### src/rtl/uart_pkg.sv
// uart_pkg: shared UART definitions (state encoding, defaults, data-bit clamp limits).
package uart_pkg;
    localparam int DEF_DATA_W = 16;
    localparam int DEF_DIV_W  = 16;
    localparam logic [2:0] IDLE   = 3'd0;
    localparam logic [2:0] START  = 3'd1;
    localparam logic [2:0] DATA   = 3'd2;
    localparam logic [2:0] PARITY = 3'd3;
    localparam logic [2:0] STOP1  = 3'd4;
    localparam logic [2:0] STOP2  = 3'd5;
    localparam logic [4:0] N_MIN  = 5'd1;
    localparam logic [4:0] N_MAX  = 5'd16;
    function automatic logic [4:0] clamp_bits(input logic [4:0] n);
        return n < N_MIN ? N_MIN : (n > N_MAX ? N_MAX : n);
    endfunction
endpackage

### src/rtl/uart_baud_gen.sv
// uart_baud_gen: bit-period counter running 1..D with a one-cycle tick at D; D=0 acts as 1.
module uart_baud_gen import uart_pkg::*; #(
    parameter int DIV_W = DEF_DIV_W
) (
    input  logic             clk,
    input  logic             rst,
    input  logic             clear,
    input  logic             en,
    input  logic [DIV_W-1:0] div,
    output logic             tick
);
    logic [DIV_W-1:0] cnt;
    logic [DIV_W-1:0] d_eff;
    assign d_eff = div == '0 ? DIV_W'(1) : div;
    assign tick  = en && cnt == d_eff;
    always_ff @(posedge clk) begin
        if (rst)
            cnt <= '0;
        else if (clear || tick)
            cnt <= DIV_W'(1);
        else if (en)
            cnt <= cnt + DIV_W'(1);
        else
            cnt <= '0;
    end
endmodule

### src/rtl/uart_tx.sv
// uart_tx: UART transmitter; start bit, 1..16 data bits LSB-first, optional parity, 1 or 2 stop bits.
module uart_tx import uart_pkg::*; #(
    parameter int DATA_W = DEF_DATA_W,
    parameter int DIV_W  = DEF_DIV_W
) (
    input  logic              clk,
    input  logic              rst,
    input  logic [DIV_W-1:0]  clk_div,
    input  logic [DATA_W-1:0] data_in,
    input  logic              start,
    input  logic [4:0]        bits_per_word,
    input  logic              parity_en,
    input  logic              parity_even_odd,
    input  logic              two_stop_bit,
    output logic              tx,
    output logic              busy,
    output logic              done
);
    logic [2:0]        state;
    logic [DATA_W-1:0] shreg;
    logic [4:0]        n_q, bit_cnt, n_in;
    logic              par_en_q, par_q, two_q, par_calc, tick, accept;
    logic [DIV_W-1:0]  div_q;
    assign n_in   = clamp_bits(bits_per_word);
    assign busy   = state != IDLE;
    assign accept = start && !busy;
    // parity is resolved at accept time over only the N bits that will be sent
    always_comb begin
        par_calc = parity_even_odd;
        for (int i = 0; i < DATA_W; i++)
            par_calc = par_calc ^ (data_in[i] & (5'(i) < n_in));
    end
    uart_baud_gen #(.DIV_W(DIV_W)) u_baud (
        .clk   (clk),
        .rst   (rst),
        .clear (accept),
        .en    (busy),
        .div   (div_q),
        .tick  (tick)
    );
    always_ff @(posedge clk) begin
        if (rst) begin
            state    <= IDLE;
            tx       <= 1'b1;
            done     <= 1'b0;
            bit_cnt  <= '0;
            shreg    <= '0;
            n_q      <= N_MIN;
            par_en_q <= 1'b0;
            par_q    <= 1'b0;
            two_q    <= 1'b0;
            div_q    <= '0;
        end else begin
            done <= 1'b0;
            case (state)
                IDLE: if (start) begin
                    state    <= START;
                    tx       <= 1'b0;
                    shreg    <= data_in;
                    n_q      <= n_in;
                    par_en_q <= parity_en;
                    par_q    <= par_calc;
                    two_q    <= two_stop_bit;
                    div_q    <= clk_div;
                end
                START: if (tick) begin
                    state   <= DATA;
                    tx      <= shreg[0];
                    bit_cnt <= '0;
                end
                DATA: if (tick) begin
                    if (bit_cnt == n_q - 5'd1) begin
                        state <= par_en_q ? PARITY : STOP1;
                        tx    <= par_en_q ? par_q : 1'b1;
                    end else begin
                        shreg   <= shreg >> 1;
                        tx      <= shreg[1];
                        bit_cnt <= bit_cnt + 5'd1;
                    end
                end
                PARITY: if (tick) begin
                    state <= STOP1;
                    tx    <= 1'b1;
                end
                STOP1: if (tick) begin
                    state <= two_q ? STOP2 : IDLE;
                    done  <= !two_q;
                end
                STOP2: if (tick) begin
                    state <= IDLE;
                    done  <= 1'b1;
                end
                default: begin
                    state <= IDLE;
                    tx    <= 1'b1;
                end
            endcase
        end
    end
endmodule

### config.mk
export PLATFORM = sky130hd
export DESIGN_NAME = uart_tx
export DESIGN_NICKNAME = d
export VERILOG_FILES = /design/src/rtl/uart_pkg.sv /design/src/rtl/uart_baud_gen.sv /design/src/rtl/uart_tx.sv
export SDC_FILE = /design/constraint.sdc
export NUM_CORES = 1
export LEC_CHECK = 0
export BUFFER_PORTS_ARGS = -buffer_cell sky130_fd_sc_hd__buf_4
export CAP_MARGIN = 20
export CORE_MARGIN = 3
export CORE_UTILIZATION = 25
export CTS_BUF_LIST = sky130_fd_sc_hd__clkbuf_8
export DETAILED_ROUTE_END_ITERATION = 10
export PLACE_DENSITY_LB_ADDON = 0.2
export SLEW_MARGIN = 0
export SYNTH_ARGS = -nofsm -noshare
export SYNTH_HDL_FRONTEND = slang
export SYNTH_SLANG_ARGS = --single-unit
### constraint.sdc
create_clock -name clk -period 5.9 [get_ports clk]
set_clock_uncertainty 0.2 [all_clocks]
set_input_delay 0.885 -clock clk [delete_from_list [all_inputs] [get_ports clk]]
set_output_delay 0.885 -clock clk [all_outputs]
set_load 0.01 [all_outputs]
==> run summary <==
status - complete, no violations
Primary FF master, synth - dfxtp_1
Synthesis Warnings - 0
number of setup buffers added after CTS - 0
startpoint types - flop
initial core utilization - 25.9%
initial antenna violation count - 0
Port Buf Inserts - 45
Crit path buffers/inverters - 2
Post-synth EDFFs - 0
# rows - 42
synthesized area per cell - 7.94 um^2
post-route setup TNS - 0 ns
CP delay by family, top - compound AO/OA/AOI/OAI gates
peak supply drop - 0.000111 V
met2 wire length - 4010 um
CP endpoint kind - flop
total global routing overflow - 0
commonest cells in the netlist - nand2_1, dfxtp_1, nor2_1, a21oi_1, xnor2_1
post-synthesis sequential area ratio - 38.1%
Die W - 124 um
Post-CTS Resized - 0
post-route ant nets - 0
ANT cells - 0
Core Region - 0.0134 mm^2
share of the synthesized area in the top cell type - 38.1%
arrival time worst endpoint - 2.83 ns
clock latency at the later pin of the worst-skew pair - 0.34 ns
Post-synth ARST share - 0%
routed via count - 3078
Worst-path clk slew - 0.07 ns
clk sinks - 66
WL/cell - 13.4 um
CTS tree - done
residual DRC count - 0
syn_nets - 483
DPL Wire Length - 6280 um
DR pass1 iterations - 4
clock root cell - clkbuf_8
Die ar. - 0.0153 mm^2
Worst-Margin Slew - 1.06 ns
min Tclk post-route - 2.79 ns
layout cells sized above 1 - 15.2%
hold bufs inserted after CTS - 0
WL met3 - 335 um
largest net degree at the start of global routing - 53
power density cells - 273 mW/mm^2
biggest area consumer among synthesized cells - dfxtp_1
Critical Path RT - 5.95 ns
wirelength, routed - 8720 um
Area Overhead vs Synth - 18.9%
Leakage - 1.52 nW
H-Tree Level Count - 3
Final #Nets - 516
CP peak stage delay - 0.39 ns
Post-Synthesis Cells - 437
IO Count - 46
FMAX - 359 MHz
FF/Latch Area - 0.00132 mm^2
vias in the first global route - 2941
CP max-delay cell - dfxtp_1
HP Class - flop to flop
Slew Viols, Final - 0
Netlist cell types - 54
cell breakdown of the critical path - inv_1 -> ha_1 -> nand2b_1 -> a21o_1 -> a31oi_2 -> o2111ai_2 -> a21oi_2 -> buf_8 -> nor2_1 -> a311oi_1
via/cell ratio - 4.74
Max Cap Viol - 0
netlist area before placement - 0.00347 mm^2
CTS buffer count - 9
fin crit share - 47.2%
crit path kind - flop to flop
Synth area leaders - dfxtp_1, nand2_1, xnor2_1
RSZ-0062 raised after global routing - false
post-route total power - 1.12 mW
cell with the most instances after synthesis - nand2_1
top routing layer used - met4
Rel. slew slack - 29.1%
Starting DRT DRC Count - 164
final setup vio count - 0
placer congestion estimate - 0.801
Multi-input gate area - 0.00199 mm^2
first-pass GRT wire length - 14700 um
Synth Register Bits - 66
Hold Fails Final Rpt - 0
die height - 124 um
Clock Tree Buf Depth - 2
CP max FO - 24
Global Route Usage Sum - 12.0%
Layout fillers - 1465
M1 WL - 4280 um
[stage by stage]
| stage | cells | instance area [um^2] | utilization [%] | hold slack, ns | setup slack, ns |
|---|---|---|---|---|---|
| finish | 649 | 4130 | 30.8 | 0.270 | 3.11 |
| global route | 649 | 4130 | 30.8 | 0.298 | 2.84 |
| CTS | 647 | 4100 | 30.6 | 0.270 | 2.68 |
| detailed placement | 633 | 3920 | 29.2 | 0.262 | 2.69 |
| global placement | 633 | 3920 | 29.2 | 0.262 | 2.84 |
| floorplan | 437 | 3470 | - | 0.236 | 3.37 |
[per-layer routing]
layer  track usage, %  vias up
met5                0        -
met4             3.32        0
met3             2.68        9
met2             19.0       45
met1             16.5     1439
li1                 -     1585
[logic make-up (layout without fill, tap and decap cells)]
group / Yosys count / after routing / synth area share (%)
buffers and inverters: 36 / 72 / 4.54
muxes: 1 / 1 / 0.288
and+or+nand+nor: 188 / 188 / 24.3
AOI/OAI and AO/OA: 95 / 95 / 19.2
adders and majority gates: 3 / 3 / 1.08
xor gates and xnor gates: 48 / 48 / 12.5
DFF: 66 / 66 / 38.1
[sequential cells by signal, indices dropped and copies added (netlist names)]
register and count:
bit_cnt 5, div_q 16, done 1, n_q 5
par_en_q 1, par_q 1, shreg 16, state 3
two_q 1, tx 1, u_baud.cnt 16
[worst reg2reg max path, cell delays in order, from the launching register on]
cell,delay [ns]
dfxtp_1,0.39
inv_1,0.06
ha_1,0.23
nand2b_1,0.16
a21o_1,0.19
a31oi_2,0.34
o2111ai_2,0.20
a21oi_2,0.37
buf_8,0.23
nor2_1,0.06
a311oi_1,0.26
[worst paths after layout]
| path | start | endpoint | slack, ns | depth (start not counted) |
|---|---|---|---|---|
| max | n_q[0] | shreg[12] | 3.11 | 10 |
| min | n_q[4] | n_q[4] | 0.27 | 2 |
| max reg2reg | n_q[0] | shreg[12] | 3.11 | 10 |
| min reg2reg | n_q[4] | n_q[4] | 0.27 | 2 |
[power by group]
| group | total, mW | switching [mW] | internal, mW |
|---|---|---|---|
| Combinational | 0.259 | 0.145 | 0.114 |
| Sequential | 0.515 | 0.0320 | 0.483 |
| Clock | 0.352 | 0.170 | 0.182 |
[cell usage in the layout, fill, tap and decap left out, types with 3 or more instances in the layout]
master / instances
or3_1: 3
o211ai_1: 6
buf_4: 46
xnor2_1: 26
nor2b_1: 3
and3_1: 5
dfxtp_1: 66
ha_1: 3
a311oi_1: 15
a22oi_1: 4
inv_1: 10
xor2_1: 21
nor2_1: 43
nand3_1: 20
a21oi_1: 29
nand2_1: 87
nor3_1: 7
a211o_1: 3
nand4_1: 4
o21ai_0: 12
nor4_1: 6
clkbuf_8: 12
[layout make-up]
class                   count  share of cell area [%]
inverters                  10                   0.910
repair buffers             48                    9.10
flip-flops and latches     66                    32.0
clock inverters             2                   0.303
clock buffers              12                    4.00
multi-input cells         335                    48.3
well taps                 176                    5.34
Note: power is estimated with default switching activity, not from simulation.
